$ cat src/rtl/spi_pkg.sv
// Shared types and default sizes for the SPI responder.
// Imported by the responder top level.
package spi_pkg;

    typedef enum logic {
        IDLE,
        ACTIVE
    } spi_state_t;

    localparam int SPI_WORD_BITS   = 16;
    localparam int SPI_SYNC_STAGES = 2;

endpackage

$ cat src/rtl/sync_edge.sv
// Multi-flop synchroniser with rise/fall detect on the synchronised level.
// Edges are suppressed until the history holds only post-reset samples.
module sync_edge #(
    parameter int   STAGES  = 2,
    parameter logic RST_VAL = 1'b0
) (
    input  logic clk,
    input  logic reset_n,
    input  logic d,
    output logic rise,
    output logic fall
);

    logic [STAGES-1:0] chain;
    logic              hist;
    logic [STAGES:0]   seen;

    always_ff @(posedge clk) begin
        if (!reset_n) begin
            chain <= {STAGES{RST_VAL}};
            hist  <= RST_VAL;
            seen  <= '0;
        end else begin
            chain <= {chain[STAGES-2:0], d};
            hist  <= chain[STAGES-1];
            seen  <= {seen[STAGES-1:0], 1'b1};
        end
    end

    // A level held through reset must not look like an edge afterwards
    assign rise = seen[STAGES] & chain[STAGES-1] & ~hist;
    assign fall = seen[STAGES] & ~chain[STAGES-1] & hist;

endmodule

$ cat src/rtl/spi_responder.sv
// Mode-0 SPI responder: oversampled pins, rx word stream out, tx word stream in.
// Multi-word frames are continuous; cs_n rise ends the frame.
module spi_responder
    import spi_pkg::*;
#(
    parameter int                   WORD_BITS   = SPI_WORD_BITS,
    parameter int                   SYNC_STAGES = SPI_SYNC_STAGES,
    parameter logic [WORD_BITS-1:0] DEFAULT_TX  = '0
) (
    input  logic                 clk,
    input  logic                 reset_n,
    input  logic                 sclk,
    input  logic                 cs_n,
    input  logic                 mosi,
    output logic                 miso,
    output logic                 rx_valid,
    input  logic                 rx_ready,
    output logic [WORD_BITS-1:0] rx_data,
    input  logic                 tx_valid,
    output logic                 tx_ready,
    input  logic [WORD_BITS-1:0] tx_data,
    output logic                 frame_error,
    output logic                 rx_overflow,
    output logic                 tx_underrun
);

    localparam int CW = $clog2(WORD_BITS);
    localparam logic [CW-1:0] LAST = CW'(WORD_BITS - 1);

    spi_state_t           state;
    logic [CW-1:0]        bit_cnt;
    logic [WORD_BITS-1:0] rx_shift;
    logic [WORD_BITS-1:0] tx_shift;
    logic [SYNC_STAGES-1:0] mosi_sync;

    logic                 sclk_rise;
    logic                 sclk_fall;
    logic                 cs_rise;
    logic                 cs_fall;
    logic                 mosi_s;
    logic                 tx_load;
    logic                 word_done;
    logic [WORD_BITS-1:0] load_word;
    logic [WORD_BITS-1:0] rx_word;

    sync_edge #(
        .STAGES  (SYNC_STAGES),
        .RST_VAL (1'b0)
    ) u_sclk_sync (
        .clk     (clk),
        .reset_n (reset_n),
        .d       (sclk),
        .rise    (sclk_rise),
        .fall    (sclk_fall)
    );

    sync_edge #(
        .STAGES  (SYNC_STAGES),
        .RST_VAL (1'b1)
    ) u_cs_sync (
        .clk     (clk),
        .reset_n (reset_n),
        .d       (cs_n),
        .rise    (cs_rise),
        .fall    (cs_fall)
    );

    // Same depth as the sclk chain so mosi lines up with the detected edge
    always_ff @(posedge clk) begin
        if (!reset_n) begin
            mosi_sync <= '0;
        end else begin
            mosi_sync <= {mosi_sync[SYNC_STAGES-2:0], mosi};
        end
    end

    assign mosi_s = mosi_sync[SYNC_STAGES-1];

    always_comb begin
        load_word = tx_valid ? tx_data : DEFAULT_TX;
        rx_word   = {rx_shift[WORD_BITS-2:0], mosi_s};
        word_done = (state == ACTIVE) && !cs_rise
                    && sclk_rise && (bit_cnt == LAST);
        tx_load   = reset_n
                    && (((state == IDLE) && cs_fall)
                        || ((state == ACTIVE) && !cs_rise
                            && sclk_fall && (bit_cnt == '0)));
    end

    assign tx_ready = tx_load;

    always_ff @(posedge clk) begin
        if (!reset_n) begin
            state       <= IDLE;
            bit_cnt     <= '0;
            rx_shift    <= '0;
            tx_shift    <= '0;
            miso        <= 1'b0;
            rx_valid    <= 1'b0;
            rx_data     <= '0;
            frame_error <= 1'b0;
            rx_overflow <= 1'b0;
            tx_underrun <= 1'b0;
        end else begin
            frame_error <= 1'b0;
            rx_overflow <= 1'b0;
            tx_underrun <= tx_load && !tx_valid;

            if (word_done) begin
                if (!rx_valid || rx_ready) begin
                    rx_data  <= rx_word;
                    rx_valid <= 1'b1;
                end else begin
                    rx_overflow <= 1'b1;
                end
            end else if (rx_valid && rx_ready) begin
                rx_valid <= 1'b0;
            end

            unique case (state)
                IDLE: begin
                    if (cs_fall) begin
                        state    <= ACTIVE;
                        bit_cnt  <= '0;
                        tx_shift <= load_word;
                        miso     <= load_word[WORD_BITS-1];
                    end
                end
                ACTIVE: begin
                    if (cs_rise) begin
                        state       <= IDLE;
                        bit_cnt     <= '0;
                        rx_shift    <= '0;
                        miso        <= 1'b0;
                        frame_error <= (bit_cnt != '0);
                    end else begin
                        if (sclk_rise) begin
                            rx_shift <= rx_word;
                            bit_cnt  <= word_done ? '0 : bit_cnt + 1'b1;
                        end
                        // A zero count on the falling edge means a word boundary
                        if (sclk_fall) begin
                            if (bit_cnt == '0) begin
                                tx_shift <= load_word;
                                miso     <= load_word[WORD_BITS-1];
                            end else begin
                                tx_shift <= {tx_shift[WORD_BITS-2:0], 1'b0};
                                miso     <= tx_shift[WORD_BITS-2];
                            end
                        end
                    end
                end
            endcase
        end
    end

endmodule

$ cat config.mk
export PLATFORM = sky130hd
export DESIGN_NAME = spi_responder
export DESIGN_NICKNAME = d
export VERILOG_FILES = /design/src/rtl/spi_pkg.sv /design/src/rtl/sync_edge.sv /design/src/rtl/spi_responder.sv
export SDC_FILE = /design/constraint.sdc
export NUM_CORES = 1
export LEC_CHECK = 0
export CAP_MARGIN = 20
export CORE_MARGIN = 5
export CORE_UTILIZATION = 30
export CTS_BUF_LIST = sky130_fd_sc_hd__clkbuf_4 sky130_fd_sc_hd__clkbuf_8
export DETAILED_ROUTE_END_ITERATION = 6
export GPL_ROUTABILITY_DRIVEN = 0
export HOLD_SLACK_MARGIN = 0.12
export PLACE_DENSITY_LB_ADDON = 0.15
export SYNTH_ARGS = -nofsm -noshare
export SYNTH_HDL_FRONTEND = slang
export SYNTH_SLANG_ARGS = --single-unit
$ cat constraint.sdc
create_clock -name clk -period 1.9 [get_ports clk]
set_clock_uncertainty 0.2 [all_clocks]
set_input_delay 0.285 -clock clk [delete_from_list [all_inputs] [get_ports clk]]
set_output_delay 0.285 -clock clk [all_outputs]
set_load 0.03 [all_outputs]
== Word-level counts from Yosys, hierarchy flattened ==
Cells that the tools add are included.

* Equal/unequal tests: 7
* Add/subtract/negate cells: 1
* Bitwise logic cells: 13
* Mux-type cells: 27
* Reduce and logical (&&, ||, !) cells: 26

{| class="wikitable"
|+ Operators with widths
! operator !! count
|-
| 15-bit 2-to-1 mux || 6
|-
| 15-bit one-hot mux with 2 select lines || 1
|-
| 16-bit 2-to-1 mux || 1
|-
| 4-bit 2-to-1 mux || 4
|-
| 1-bit 2-to-1 mux || 12
|-
| 2-bit AND reduction || 6
|-
| 1-bit logical AND || 9
|-
| 1-bit bitwise AND || 8
|-
| 4-bit one-hot mux with 2 select lines || 1
|-
| 3-bit by 1-bit inequality test with 1-bit output (second input constant) || 2
|-
| 3-bit AND reduction || 2
|-
| 1-bit NOT || 5
|-
| 4-bit by 1-bit adder with 4-bit output (second input constant) || 1
|-
| 4-bit equality test (second input constant) || 1
|-
| 4-bit zero test || 1
|-
| 2-bit by 1-bit inequality test with 1-bit output (second input constant) || 2
|-
| 2-bit inequality test (second input constant) || 2
|-
| 1-bit one-hot mux with 2 select lines || 2
|-
| 2-bit nonzero test || 2
|-
| 4-bit nonzero test || 1
|-
| 1-bit zero test || 3
|-
| 1-bit logical OR || 2
|}

* Word-level logic and storage cells: 93
* Bits in registers: 70

== Longest topological paths before layout ==
* Depth in word-level cells: 10
* Gate-level depth with buffers: 8

== By module ==
Synthesis repeated with hierarchy kept, for this count alone.

* Cell total of the unflattened synthesis: 315
* Area, all modules: 3001.6 µm²

{| class="wikitable"
|+ By module, submodules not included
! module !! area an instance (µm²) !! cells an instance !! seq. area each (µm²) !! times used
|-
| spi_responder || 2662.6 || 289 || 1161.1 || 1
|-
| sync_edge (u_sclk_sync) || 170.2 || 13 || 120.1 || 1
|-
| sync_edge (u_cs_sync) || 168.9 || 13 || 120.1 || 1
|}

== Worst setup path after synthesis ==
No wires, ideal clock.

* Path kind: reg2out
* From: reg state
* To: out tx_ready
* Data required time: 1415 ps
* Cell stages (with the launch flop): 6
* Slack: -143 ps
* Arrival: 1558 ps
* Cells stage by stage: dfxtp_1 buf_4 nand2_1 o31a_2 buf_2 nor2_1

* Cells in the longest elaborated chain, start to end: 5
* Elaborated cells between the ends (all ways): 7
* Classes of those cells: 1 x bitwise; 6 x reduce/logical

{| class="wikitable"
|+ RTL lines
! item !! RTL line !! text
|-
| start: declaration || spi_responder.sv:30 || <nowiki>spi_state_t state;</nowiki>
|-
| start signal: assignment || spi_responder.sv:94 || <nowiki>state <= IDLE;</nowiki>
|-
| start signal: assignment || spi_responder.sv:123 || <nowiki>state <= ACTIVE;</nowiki>
|-
| start signal: assignment || spi_responder.sv:131 || <nowiki>state <= IDLE;</nowiki>
|-
| 1-bit logical AND || spi_responder.sv:86 || <nowiki>|| ((state == ACTIVE) && !cs_rise</nowiki>
|-
| 1-bit logical AND (2 in series) || spi_responder.sv:87 || <nowiki>&& sclk_fall && (bit_cnt == '0)));</nowiki>
|-
| 1-bit logical OR (*) || spi_responder.sv:86 ||
|-
| 1-bit logical AND (*) || spi_responder.sv:85 || <nowiki>&& (((state == IDLE) && cs_fall)</nowiki>
|-
| end: declaration || spi_responder.sv:20 || <nowiki>output logic tx_ready,</nowiki>
|}

Every way passes the cells marked *; elsewhere a longest branch is shown, timed or not.

== Final worst setup path ==
* From: reg bit_cnt[0]
* To: out tx_ready

* Cells in the longest elaborated chain, start to end: 4

{| class="wikitable"
|+ RTL lines
! item !! RTL line !! text
|-
| start: declaration || spi_responder.sv:31 || <nowiki>logic [CW-1:0] bit_cnt;</nowiki>
|-
| start signal: assignment || spi_responder.sv:139 || <nowiki>bit_cnt <= word_done ? '0 : bit_cnt + 1'b1;</nowiki>
|-
| 4-bit zero test || spi_responder.sv:87 ||
|-
| 1-bit logical AND || spi_responder.sv:87 ||
|-
| 1-bit logical OR || spi_responder.sv:86 ||
|-
| 1-bit logical AND || spi_responder.sv:85 ||
|}

Every way passes these cells.

==> results.md <==
* Status: finished, violations left
* Failing checks: negative setup slack
* DRT antenna net count at 0
* Compound-gate portion of the synthesized area at 0.221
* Post-Synthesis Cell Area at 2690 µm²
* Maximum clock insertion buffer count at 2
* Nets at 371
* Worst reg2reg endpoint: tx_shift[13]$_SDFFE_PN0P_
* Crit-path max FO at 2
* Synth Area in Adders at 0.00930
* FILL cells at 861
* Gr usage total at 0.116
* Cell taking the most area after synthesis: dfxtp_1
* DR vias at 2212
* Xor/xnor share of the synthesized area at 0
* Fin worst setup slack at -0.175 ns
* Yosys Warn Count at 0
* FF-to-FF path depth at 10
* Seq cells post-synth at 67
* Clock Pin Slew Worst Setup and Hold Paths at 0.07 ns
* # DRC at 0
* Placed Instance Area at 3310 µm²
* CTS tree: done
* Hold path cells at 2
* Worst Tran Pin Value at 0.377 ns
* Vias in the first global route at 2180
* Slowest stage delay, CP at 0.38 ns
* Mux cell area share after synthesis at 0
* Number of synthesized flops with an enable pin at 0
* Worst path cell trace: inv_2 -> ha_1 -> or3b_4 -> nand2_2 -> nand2_4 -> nor2_4 -> buf_6
* Largest family of logic cells by synthesized area: simple AND/OR/NAND/NOR gates
* Static Leakage at 0.00141 µW
* Area grow syn2layout at 41.1%
* # H-tree levels at 3
* Drt pass-1 iters at 4
* Clock Root Buffer: clkbuf_8
* Avg Cell Area, Syn at 9.54 µm²
* Largest net degree at the start of global routing at 38
* Sequential share of the synthesized area at 0.498
* Total clock sinks at 67
* Post-synth top area share at 0.498
* Clock latency on the worst-skew pair at 0.34 ns
* Post-detail-place hpwl at 3970 µm
* Worst R2R Start: bit_cnt[0]$_SDFFE_PN0P_
* Critical path required time at 1.41 ns
* Synth unique cells at 49
* IO Pins at 45
* Area contributors post-synth: dfxtp_1, o21ai_0, a221oi_2
* Worst EP arrival at 1.59 ns
* Setup slack at placement at 0.0167 ns
* Rows at 34
* Antenna violations before repair at 0
* Vias/cell at 4.82
* Ant. Diodes at 0
* Max cap viols at 0
* First-pass GRT wire length at 10500 µm
* WL per Instance at 13.7 µm
* GRT overflow at 0
* Iter 0 DRT Violations at 57
* Proportion of layout cells with a drive suffix above 1 at 0.234
* Worst slew margin at 0.745
* Reg2reg setup slack at -0.10 ns
* Cell count after synthesis at 282
* WHS Endpoint: u_cs_sync.seen[0]$_DFF_P_
* Post-layout util at 0.436
* Endpoint type of the worst setup path: primary output
* Initial Utilization at 0.309
* Max Fclk at 482 MHz
* Min Tclk post-route at 2.08 ns
* Synth Flop Type: dfxtp_1
* Hold Path Origin: reset_n
* Final Cycle Share at 1.09
* FFs w/ async S/R, synth at 0
* Peak supply drop at 0.332 mV
* Port Buffers at 44
* Setup violators final at 17
* Count leader, synth: dfxtp_1
* Core Area at 8720 µm²
* Max-slew violations at 0
* Die Span Y at 105 µm
* TritonCTS Buffers at 9
* RSZ-0062 raised after global routing: yes
* Final hold violation count at 0
* Routed WL at 6310 µm
* DIE AREA at 11000 µm²
* Synth Area in Simple Gates at 0.221
* CP startpoint kind: flip-flop
* Slowest stage cell on the critical path: or3b_4
* Syn Nets at 307
* P per Cell Area at 832 nW/µm²
* Most instantiated cells after synthesis: dfxtp_1, o21ai_0, nand2_1
* Hold Path Class: input pin to flip-flop
* Critical path class: flip-flop to primary output
* Die Wd at 105 µm
* Design area at 3800 µm²
## registers in the layout (all words and copies together), names as in the netlist, 2 cells and up
signal,count
u_sclk_sync.chain,2
bit_cnt,4
mosi_sync,2
tx_shift,15
u_cs_sync.seen,3
rx_shift,15
u_cs_sync.chain,2
rx_data,16
## layout by cell type, fill, tap and decap left out, drive strengths merged, types with 11 or more instances in the layout
cell           instances
a221oi                14
a22oi                 15
buf                   30
clkbuf                11
clkdlybuf4s50         40
dfxtp                 67
nand2                 22
nand3                 21
nor2                  17
nor2b                 18
o21ai                 33
## routing by layer
| layer | wire, µm | global-route usage | up-vias |
|---|---|---|---|
| met2 | 2800 | 0.173 | 37 |
| met4 | 89 | 0.0603 | 0 |
| li1 | - | - | 1138 |
| met3 | 186 | 0.0247 | 6 |
| met5 | 0 | 0 | - |
| met1 | 3240 | 0.157 | 1031 |
## worst max path at each step
stage,startpoint,endpoint,cells past startpoint
final,bit_cnt[0]$_SDFFE_PN0P_,tx_ready,7
after global routing,bit_cnt[0]$_SDFFE_PN0P_,tx_ready,7
after CTS,bit_cnt[0]$_SDFFE_PN0P_,tx_ready,7
after detailed placement,bit_cnt[1]$_SDFFE_PN0P_,tx_shift[13]$_SDFFE_PN0P_,7
after global placement,bit_cnt[1]$_SDFFE_PN0P_,tx_shift[3]$_SDFFE_PN0P_,6
after floorplan,bit_cnt[0]$_SDFFE_PN0P_,tx_shift[10]$_SDFFE_PN0P_,8
## kinds of logic (layout without fill, tap and decap cells)
kind of cell             count (synthesis)  in the layout
flip-flops                              67             67
buffers and inverters                   25             93
adder cells (fa/ha/maj)                  2              2
AO/OA/AOI/OAI                           79             79
AND/OR/NAND/NOR                        109            110
## per-stage QoR
stage	instances	hold slack [ns]	power (µW)	setup TNS [ns]
finish	459	0.192	3160	-1.28
global route	459	0.200	3270	-3.30
detailed placement	430	0.197	1590	0
global placement	430	0.190	1590	0
floorplan	282	0.113	1510	0
CTS	453	0.175	3200	-0.272
## critical path: cells and delay by family, from the launching register on
kind | cells | cell delay [ns]
AND/OR/NAND/NOR | 4 | 0.60
flip-flops | 1 | 0.35
buffers and inverters | 2 | 0.18
adder cells (fa/ha/maj) | 1 | 0.13
## report_power, final
part | internal (µW) | switching [µW] | leakage (µW)
combinational | 79.5 | 62.1 | 0.000730
clock | 1040 | 549 | 0.000133
sequential | 1420 | 9.42 | 0.000543
total | 2540 | 621 | 0.00141
## cell type report
cell class / count / area [µm²] / area share
Sequential cell: 67 / 1350 / 0.354
Inverter: 3 / 11.3 / 0.00296
Clock buffer: 10 / 138 / 0.0362
Timing Repair Buffer: 74 / 734 / 0.193
Multi-Input combinational cell: 191 / 1300 / 0.342
Clock inverter: 6 / 136 / 0.0359
Tap cell: 108 / 135 / 0.0356
## repair_timing
item,in CTS,in global routing
buffers inserted,5,5
endpoints found under the setup margin,2,36
endpoints found under the hold margin,1,0
pin swaps,3,22
hold buffers,1,0
cloned,1,1
resized for setup,11,14
(Power assumes the default switching activity.)
